### src/rtl/bcd_pkg.sv
// Shared types and constants for the BCD-to-ASCII serializer.
package bcd_pkg;

  typedef enum logic [1:0] {IDLE, DIGIT, CR, LF} state_t;

  localparam logic [7:0] ASCII_ZERO = 8'h30;
  localparam logic [7:0] ASCII_ERR  = 8'h3F;

  // Non-decimal nibbles become '?' so a corrupt word is visible on the line
  function automatic logic [7:0] bcd2ascii(input logic [3:0] d);
    return (d > 4'd9) ? ASCII_ERR : (ASCII_ZERO + {4'h0, d});
  endfunction

endpackage

### src/rtl/bcd_lead_digit.sv
// Priority encoder: index of the most significant non-zero BCD nibble.
module bcd_lead_digit #(
  parameter int NUM_DIGITS = 10,
  parameter int IDXW       = (NUM_DIGITS > 1) ? $clog2(NUM_DIGITS) : 1
) (
  input  logic [4*NUM_DIGITS-1:0] i_word,
  output logic [IDXW-1:0]         o_idx,
  output logic                    o_zero
);

  // Ascending scan: the last non-zero nibble hit is the most significant one
  always_comb begin
    o_idx  = '0;
    o_zero = 1'b1;
    for (int i = 0; i < NUM_DIGITS; i++) begin
      if (i_word[4*i +: 4] != 4'd0) begin
        o_idx  = IDXW'(i);
        o_zero = 1'b0;
      end
    end
  end

endmodule

### src/rtl/bcd_ascii_ser.sv
// Serializes a packed BCD word into ASCII digits followed by CR/LF.
// Define BCD_ASCII_LZB_EN to blank leading zeros (all-zero word sends one '0').
module bcd_ascii_ser
  import bcd_pkg::*;
#(
  parameter int         NUM_DIGITS = 10,
  parameter logic [7:0] EOL_CR     = 8'h0D,
  parameter logic [7:0] EOL_LF     = 8'h0A
) (
  input  logic                    clk_i,
  input  logic                    rstn_i,
  input  logic [4*NUM_DIGITS-1:0] bcd_data_i,
  input  logic                    bcd_data_valid_i,
  output logic                    bcd_redy_o,
  output logic [7:0]              ascii_data_o,
  output logic                    ascii_data_valid_o,
  input  logic                    ascii_redy_i
);

  localparam int IDXW = (NUM_DIGITS > 1) ? $clog2(NUM_DIGITS) : 1;

  state_t                  r_state, w_state_nxt;
  logic [4*NUM_DIGITS-1:0] r_word, w_word_nxt;
  logic [IDXW-1:0]         r_idx, w_idx_nxt, w_start, w_idx_dn;
  logic [7:0]              r_data, w_data_nxt;
  logic                    r_valid, w_valid_nxt, r_redy;
  logic                    w_accept, w_xfer;
  logic [3:0]              w_nib_first, w_nib_next;

  assign w_accept = bcd_data_valid_i & r_redy;
  assign w_xfer   = r_valid & ascii_redy_i;

`ifdef BCD_ASCII_LZB_EN
  logic [IDXW-1:0] w_lead;
  logic            w_zero;

  bcd_lead_digit #(.NUM_DIGITS(NUM_DIGITS), .IDXW(IDXW)) u_lead (
    .i_word (bcd_data_i),
    .o_idx  (w_lead),
    .o_zero (w_zero)
  );

  assign w_start = w_zero ? '0 : w_lead;
`else
  assign w_start = IDXW'(NUM_DIGITS - 1);
`endif

  // First byte comes straight off the input so it is ready one clock after accept
  assign w_nib_first = 4'(bcd_data_i >> (4 * w_start));
  assign w_idx_dn    = r_idx - IDXW'(1);
  assign w_nib_next  = 4'(r_word >> (4 * w_idx_dn));

  always_ff @(posedge clk_i or negedge rstn_i) begin
    if (!rstn_i) r_state <= IDLE;
    else         r_state <= w_state_nxt;
  end

  always_comb begin
    w_state_nxt = r_state;
    w_word_nxt  = r_word;
    w_idx_nxt   = r_idx;
    w_data_nxt  = r_data;
    w_valid_nxt = r_valid;
    case (r_state)
      IDLE: if (w_accept) begin
        w_state_nxt = DIGIT;
        w_word_nxt  = bcd_data_i;
        w_idx_nxt   = w_start;
        w_data_nxt  = bcd2ascii(w_nib_first);
        w_valid_nxt = 1'b1;
      end
      DIGIT: if (w_xfer) begin
        if (r_idx == '0) begin
          w_state_nxt = CR;
          w_data_nxt  = EOL_CR;
        end else begin
          w_idx_nxt  = w_idx_dn;
          w_data_nxt = bcd2ascii(w_nib_next);
        end
      end
      CR: if (w_xfer) begin
        w_state_nxt = LF;
        w_data_nxt  = EOL_LF;
      end
      LF: if (w_xfer) begin
        w_state_nxt = IDLE;
        w_valid_nxt = 1'b0;
      end
      default: begin
        w_state_nxt = IDLE;
        w_valid_nxt = 1'b0;
      end
    endcase
  end

  // Ready is registered off the next state, so it rises the cycle after the LF transfer
  always_ff @(posedge clk_i or negedge rstn_i) begin
    if (!rstn_i) begin
      r_word  <= '0;
      r_idx   <= '0;
      r_data  <= 8'h00;
      r_valid <= 1'b0;
      r_redy  <= 1'b0;
    end else begin
      r_word  <= w_word_nxt;
      r_idx   <= w_idx_nxt;
      r_data  <= w_data_nxt;
      r_valid <= w_valid_nxt;
      r_redy  <= (w_state_nxt == IDLE);
    end
  end

  assign bcd_redy_o         = r_redy;
  assign ascii_data_o       = r_data;
  assign ascii_data_valid_o = r_valid;

endmodule

### config.mk
export PLATFORM = sky130hd
export DESIGN_NAME = bcd_ascii_ser
export DESIGN_NICKNAME = d
export VERILOG_FILES = /design/src/rtl/bcd_pkg.sv /design/src/rtl/bcd_lead_digit.sv /design/src/rtl/bcd_ascii_ser.sv
export SDC_FILE = /design/constraint.sdc
export NUM_CORES = 1
export LEC_CHECK = 0
export CAP_MARGIN = 30
export CORE_ASPECT_RATIO = 0.6
export CORE_MARGIN = 1
export CORE_UTILIZATION = 39
export DETAILED_ROUTE_END_ITERATION = 12
export SYNTH_ARGS = -nofsm -noshare
export SYNTH_HDL_FRONTEND = slang
export SYNTH_SLANG_ARGS = --single-unit
### constraint.sdc
create_clock -name clk_i -period 2.4 [get_ports clk_i]
set_input_delay 0.24 -clock clk_i [delete_from_list [all_inputs] [get_ports clk_i]]
set_output_delay 0.24 -clock clk_i [all_outputs]
set_load 0.02 [all_outputs]
# == Yosys cells after proc, flatten, opt, wreduce, memory -nomap -nowiden ==
# Index checks and enable logic that the tools add are counted.
# totals
input_bits,44
ff_bits,56
wordCells,52
# classes
bitwise,2
mux,20
magnitude_cmp,2
addsub,3
eq_ne,8
shift,1
reduce_logical,10
# op_table
op,n
right shift 40 x 6 -> 4 bit,1
2-to-1 mux 8 bit,3
case mux 8 bit (3 select lines),1
2-to-1 mux 7 bit,3
adder 6 x 4 -> 7 bit (first input constant),2
2-to-1 mux 4 bit,3
2-to-1 mux 2 bit,5
!= test 2 bit (second input constant),5
greater-than comparator 4 bit (second input constant),2
case mux 2 bit (4 select lines),1
case mux 4 bit (2 select lines),1
AND reduction 4 bit,2
equality test 2 bit (second input constant),2
zero test 2 bit,2
zero test 4 bit,1
nonzero test 2 bit,2
subtractor 4 x 1 -> 4 bit (second input constant),1
AND reduction 3 bit,1
nonzero test 3 bit,1
bitwise AND 1 bit,2
equality test 2 x 1 -> 1 bit (second input constant),1
2-to-1 mux 1 bit,2
case mux 1 bit (2 select lines),1
AND reduction 2 bit,1

# == Longest topological paths before layout ==
# logic_depth
depth_word,7
mapped_depth,10
ltp_nobuf,8

# == Worst setup path before layout ==
# No wires, ideal clock.
# synth_timing
path_kind,reg2reg
start,reg r_idx[0]
end,"reg r_data[0], in the netlist ascii_data_o[0]"
n_path_buf,3
path_stages_with_launch,11
setup_slack_ps,253
t_arrival_ps,2016
synth_period_minus_slack_ps,2147
required_ps,2270
cell_sequence,dfrtp_1 buf_6 buf_12 inv_1 ha_1 buf_2 mux4_2 clkinv_1 o22ai_1 o41ai_1 a21oi_1
# synth_between
elab_chain_len,7
elab_cells_between_ends,9
cone_classes,add/sub: 2; order compare: 1; shift: 1; mux: 4; reduce/logical: 1
# synth_lines
item,line,source
start: declaration,bcd_ascii_ser.sv:24,"logic [IDXW-1:0] r_idx, w_idx_nxt, w_start, w_idx_dn;"
start signal: assignment,bcd_ascii_ser.sv:106,r_idx <= w_idx_nxt;
subtractor 4 x 1 -> 4 bit,bcd_ascii_ser.sv:50,assign w_idx_dn = r_idx - IDXW'(1);
right shift 40 x 6 -> 4 bit,bcd_ascii_ser.sv:51,assign w_nib_next = 4'(r_word >> (4 * w_idx_dn));
adder 6 x 4 -> 7 bit or greater-than comparator 4 bit (tied branches),bcd_pkg.sv:11,"return (d > 4'd9) ? ASCII_ERR : (ASCII_ZERO + {4'h0, d});"
2-to-1 mux 7 bit,bcd_pkg.sv:11,
2-to-1 mux 7 bit *,bcd_ascii_ser.sv:73,if (r_idx == '0) begin
2-to-1 mux 8 bit *,bcd_ascii_ser.sv:72,DIGIT: if (w_xfer) begin
case mux 8 bit (3 select lines) *,bcd_ascii_ser.sv:64,case (r_state)
end signal: assignment,bcd_ascii_ser.sv:107,r_data <= w_data_nxt;
end: declaration,bcd_ascii_ser.sv:25,"logic [7:0] r_data, w_data_nxt;"
# Every way passes the cells marked *; elsewhere a longest branch is shown, timed or not. The select of a mux whose other input is x is not followed.
# A chain may end at the register's enable or synchronous reset.

# == Worst setup path in the final report ==
# layout_timing
start,reg r_idx[1]
end,"reg r_data[0], in the netlist ascii_data_o[0]"
# The elaborated chain is that of the path after synthesis.

==> results.sh <==
export IMPL_status="finished, violations left"
export IMPL_violations="design-rule violations"
export IMPL_dp_hpwl_mm=4.64
export IMPL_worst_ep_arrival_time_ps=2380
export IMPL_syn_cell_area_sq_um=2820
export IMPL_setup_viol=0
export IMPL_hold_path_class="primary input to asynchronous set/reset pin"
export IMPL_rsz0062_at_grt="no"
export IMPL_synth_warning_count=0
export IMPL_synth_seq_cells=53
export IMPL_grt_ovfl_total=0
export IMPL_die_w_um=112
export IMPL_avgViaCountPerCell=5.32
export IMPL_post_cts_setup_buffers=0
export IMPL_coreArea_sq_um=6820
export IMPL_initial_core_util=0.414
export IMPL_timing_fmax_mhz=452
export IMPL_post_synth_top_area_cell="dfrtp_1"
export IMPL_synth_edf_count=0
export IMPL_nNetsFinal=335
export IMPL_drtIter0Drc=105
export IMPL_path_cells="inv_1 > ha_1 > buf_4 > mux4_2 > clkinv_1 > o22ai_1 > o41ai_1 > a21oi_1"
export IMPL_finalNonFillerCells=373
export IMPL_netlist_area_leader_share=0.470
export IMPL_ant_nets=0
export IMPL_clock_path_buffers=2
export IMPL_dp_cells=365
export IMPL_period_share=0.923
export IMPL_place_port_buffers=51
export IMPL_worst_pin_slew_ps=828
export IMPL_syn_to_final_growth_pct=25.8
export IMPL_cts_buffers=5
export IMPL_ys_types=47
export IMPL_leakagePower_nw=1.48
export IMPL_hold_slack_ps=52.0
export IMPL_fill_cells=613
export IMPL_cp_end_kind="flip-flop"
export IMPL_clk_pin_slew_ps=70
export IMPL_fin_crit_ps=2210
export IMPL_grt_pass1_wl_mm=9.80
export IMPL_path_max_fanout=8
export IMPL_cts_root_buf="clkbuf_16"
export IMPL_maxCapViolCount=0
export IMPL_die_area_sq_um=7590
export IMPL_finalSetupTns_ps=0
export IMPL_track_usage=0.172
export IMPL_crit_path_start_kind="flip-flop"
export IMPL_vdd_drop_max_v=0.000443
export IMPL_gp_congestion=0.782
export IMPL_drc=2
export IMPL_cp_slowest_cell="dfrtp_1"
export IMPL_cts_tree="done"
export IMPL_multi_input_area_sq_um=1360
export IMPL_ys_seq_area_frac=0.470
export IMPL_rows=23
export IMPL_crit_type="flip-flop to flip-flop"
export IMPL_grt_pass1_vias=1822
export IMPL_syn_area_per_cell_sq_um=12.0
export IMPL_drive_above_1_share=0.238
export IMPL_final_hold_violation_count=0
export IMPL_grt_max_degree=36
export IMPL_synth_area_leaders="dfrtp_1, mux2_2, mux4_2"
export IMPL_drv_slew=0
export IMPL_first_pass_iters=10
export IMPL_n_antenna_cell=0
export IMPL_max_slew_margin_rel=0.448
export IMPL_crit_path_max_incr_delay_ps=460
export IMPL_antenna_found_initial=0
export IMPL_htreeDepth=2
export IMPL_ys_flop_type="dfrtp_1"
export IMPL_regArea_sq_um=1330
export IMPL_cts_resized=0
export IMPL_fin_skew_ps=5.47
export IMPL_clock_sinks=53
export IMPL_insertion_delay_ps=290
export IMPL_routedWlPerCell_um=16.4
export IMPL_die_h_um=67.9
export IMPL_cp_required_ps=2570
export IMPL_wl_mm=6.10
export IMPL_cts_hold_buf=0
export IMPL_synth_cells=235
export IMPL_power_density_nw_per_um2=1300
export IMPL_pin_count=54
export IMPL_vias=1986
export IMPL_synthArstFlopShare=1.00
## per-layer routing
metal  wire, um  global-route usage
met1       3270               0.270
met2       2450               0.234
met3        351              0.0434
met4         26              0.0355
met5          0                   0
## synthesized netlist by cell type (all sizes together), types with 2 or more instances
master and number:
dfrtp 53, mux2 42, o21ai 16, nand2 14, buf 13, nor2 9, inv 8, mux4 8
a21oi 7, ha 6, nand3 5, nor2b 5, nor3 5, o22ai 5, a22oi 4, a31oi 4
mux2i 4, or2 3, a211oi 2, clkbuf 2, clkinv 2, o211ai 2, o21a 2, xnor2 2
## where the power goes
group	switching [mW]	internal (mW)
clock	0.316	0.415
combinational	1.08	1.21
sequential	0.284	1.33
total	1.68	2.95
## layout by cell type, fill, tap and decap left out, drive strengths merged, types with 5 or more instances in the layout
cell type,synthesis,layout
a21oi,7,7
inv,8,8
o22ai,5,5
o21ai,16,16
nor3,5,5
nor2b,5,5
nand2,14,14
clkbuf,2,6
mux4,8,8
nor2,9,9
mux2,42,42
clkdlybuf4s50,0,50
ha,6,6
dfrtp,53,53
nand3,5,5
buf,13,7
## final timing paths
kind                            cells after the start        from  slack, ps         endpoint
worst max register to register                      8    r_idx[1]        190  ascii_data_o[0]
max in group asynchronous                           2      rstn_i       1680       r_word[38]
worst min-delay path                                1      rstn_i         50       r_word[27]
min in group clk_i                                  1  r_word[13]        500       r_word[13]
worst max-delay path                                8    r_idx[1]        190  ascii_data_o[0]
worst min register to register                      1  r_word[13]        500       r_word[13]
## metrics by stage
| stage | area, sq um | util | worst slack, ps | total power, mW |
|---|---|---|---|---|
| 2_1_floorplan | 2830 | - | 253 | 3.29 |
| 3_3_place_gp | 3400 | 0.498 | 263 | 3.88 |
| 3_5_place_dp | 3400 | 0.498 | 178 | 3.91 |
| 4_1_cts | 3550 | 0.520 | 173 | 4.66 |
| 5_1_grt | 3550 | 0.520 | 39.0 | 4.97 |
| 6_report | 3550 | 0.520 | 185 | 4.63 |
## worst max-delay path, delay by kind of cell (launching register included)
kind	cells	cell delay, ps
compound gates	3	560
mux	1	310
buf+inv	3	370
flops	1	460
fa+ha+maj	1	400
## kinds of logic (layout without fill, tap and decap cells)
family / after synthesis / in the layout / synth area share
buffers and inverters: 25 / 75 / 0.0510
adders and majority gates: 6 / 6 / 0.0266
other: 1 / 2 / 0.00133
muxes: 54 / 54 / 0.250
xor gates and xnor gates: 2 / 2 / 0.00621
and+or+nand+nor: 44 / 44 / 0.0767
AOI/OAI and AO/OA: 50 / 50 / 0.119
DFF: 53 / 53 / 0.470
## state kept, by name, summed over array words and instances (netlist names)
register	count
ascii_data_o	5
ascii_data_valid_o	1
bcd_redy_o	1
r_idx	4
r_state	2
r_word	40
## cell type report
class                   instances  area share
clock buffers                   6      0.0391
multi-input cells             158       0.384
clock inverters                 2     0.00388
flip-flops and latches         53       0.374
repair buffers                 57       0.159
well taps                      87      0.0307
inverters                      10      0.0106
Note: power is estimated with default switching activity, not from simulation.
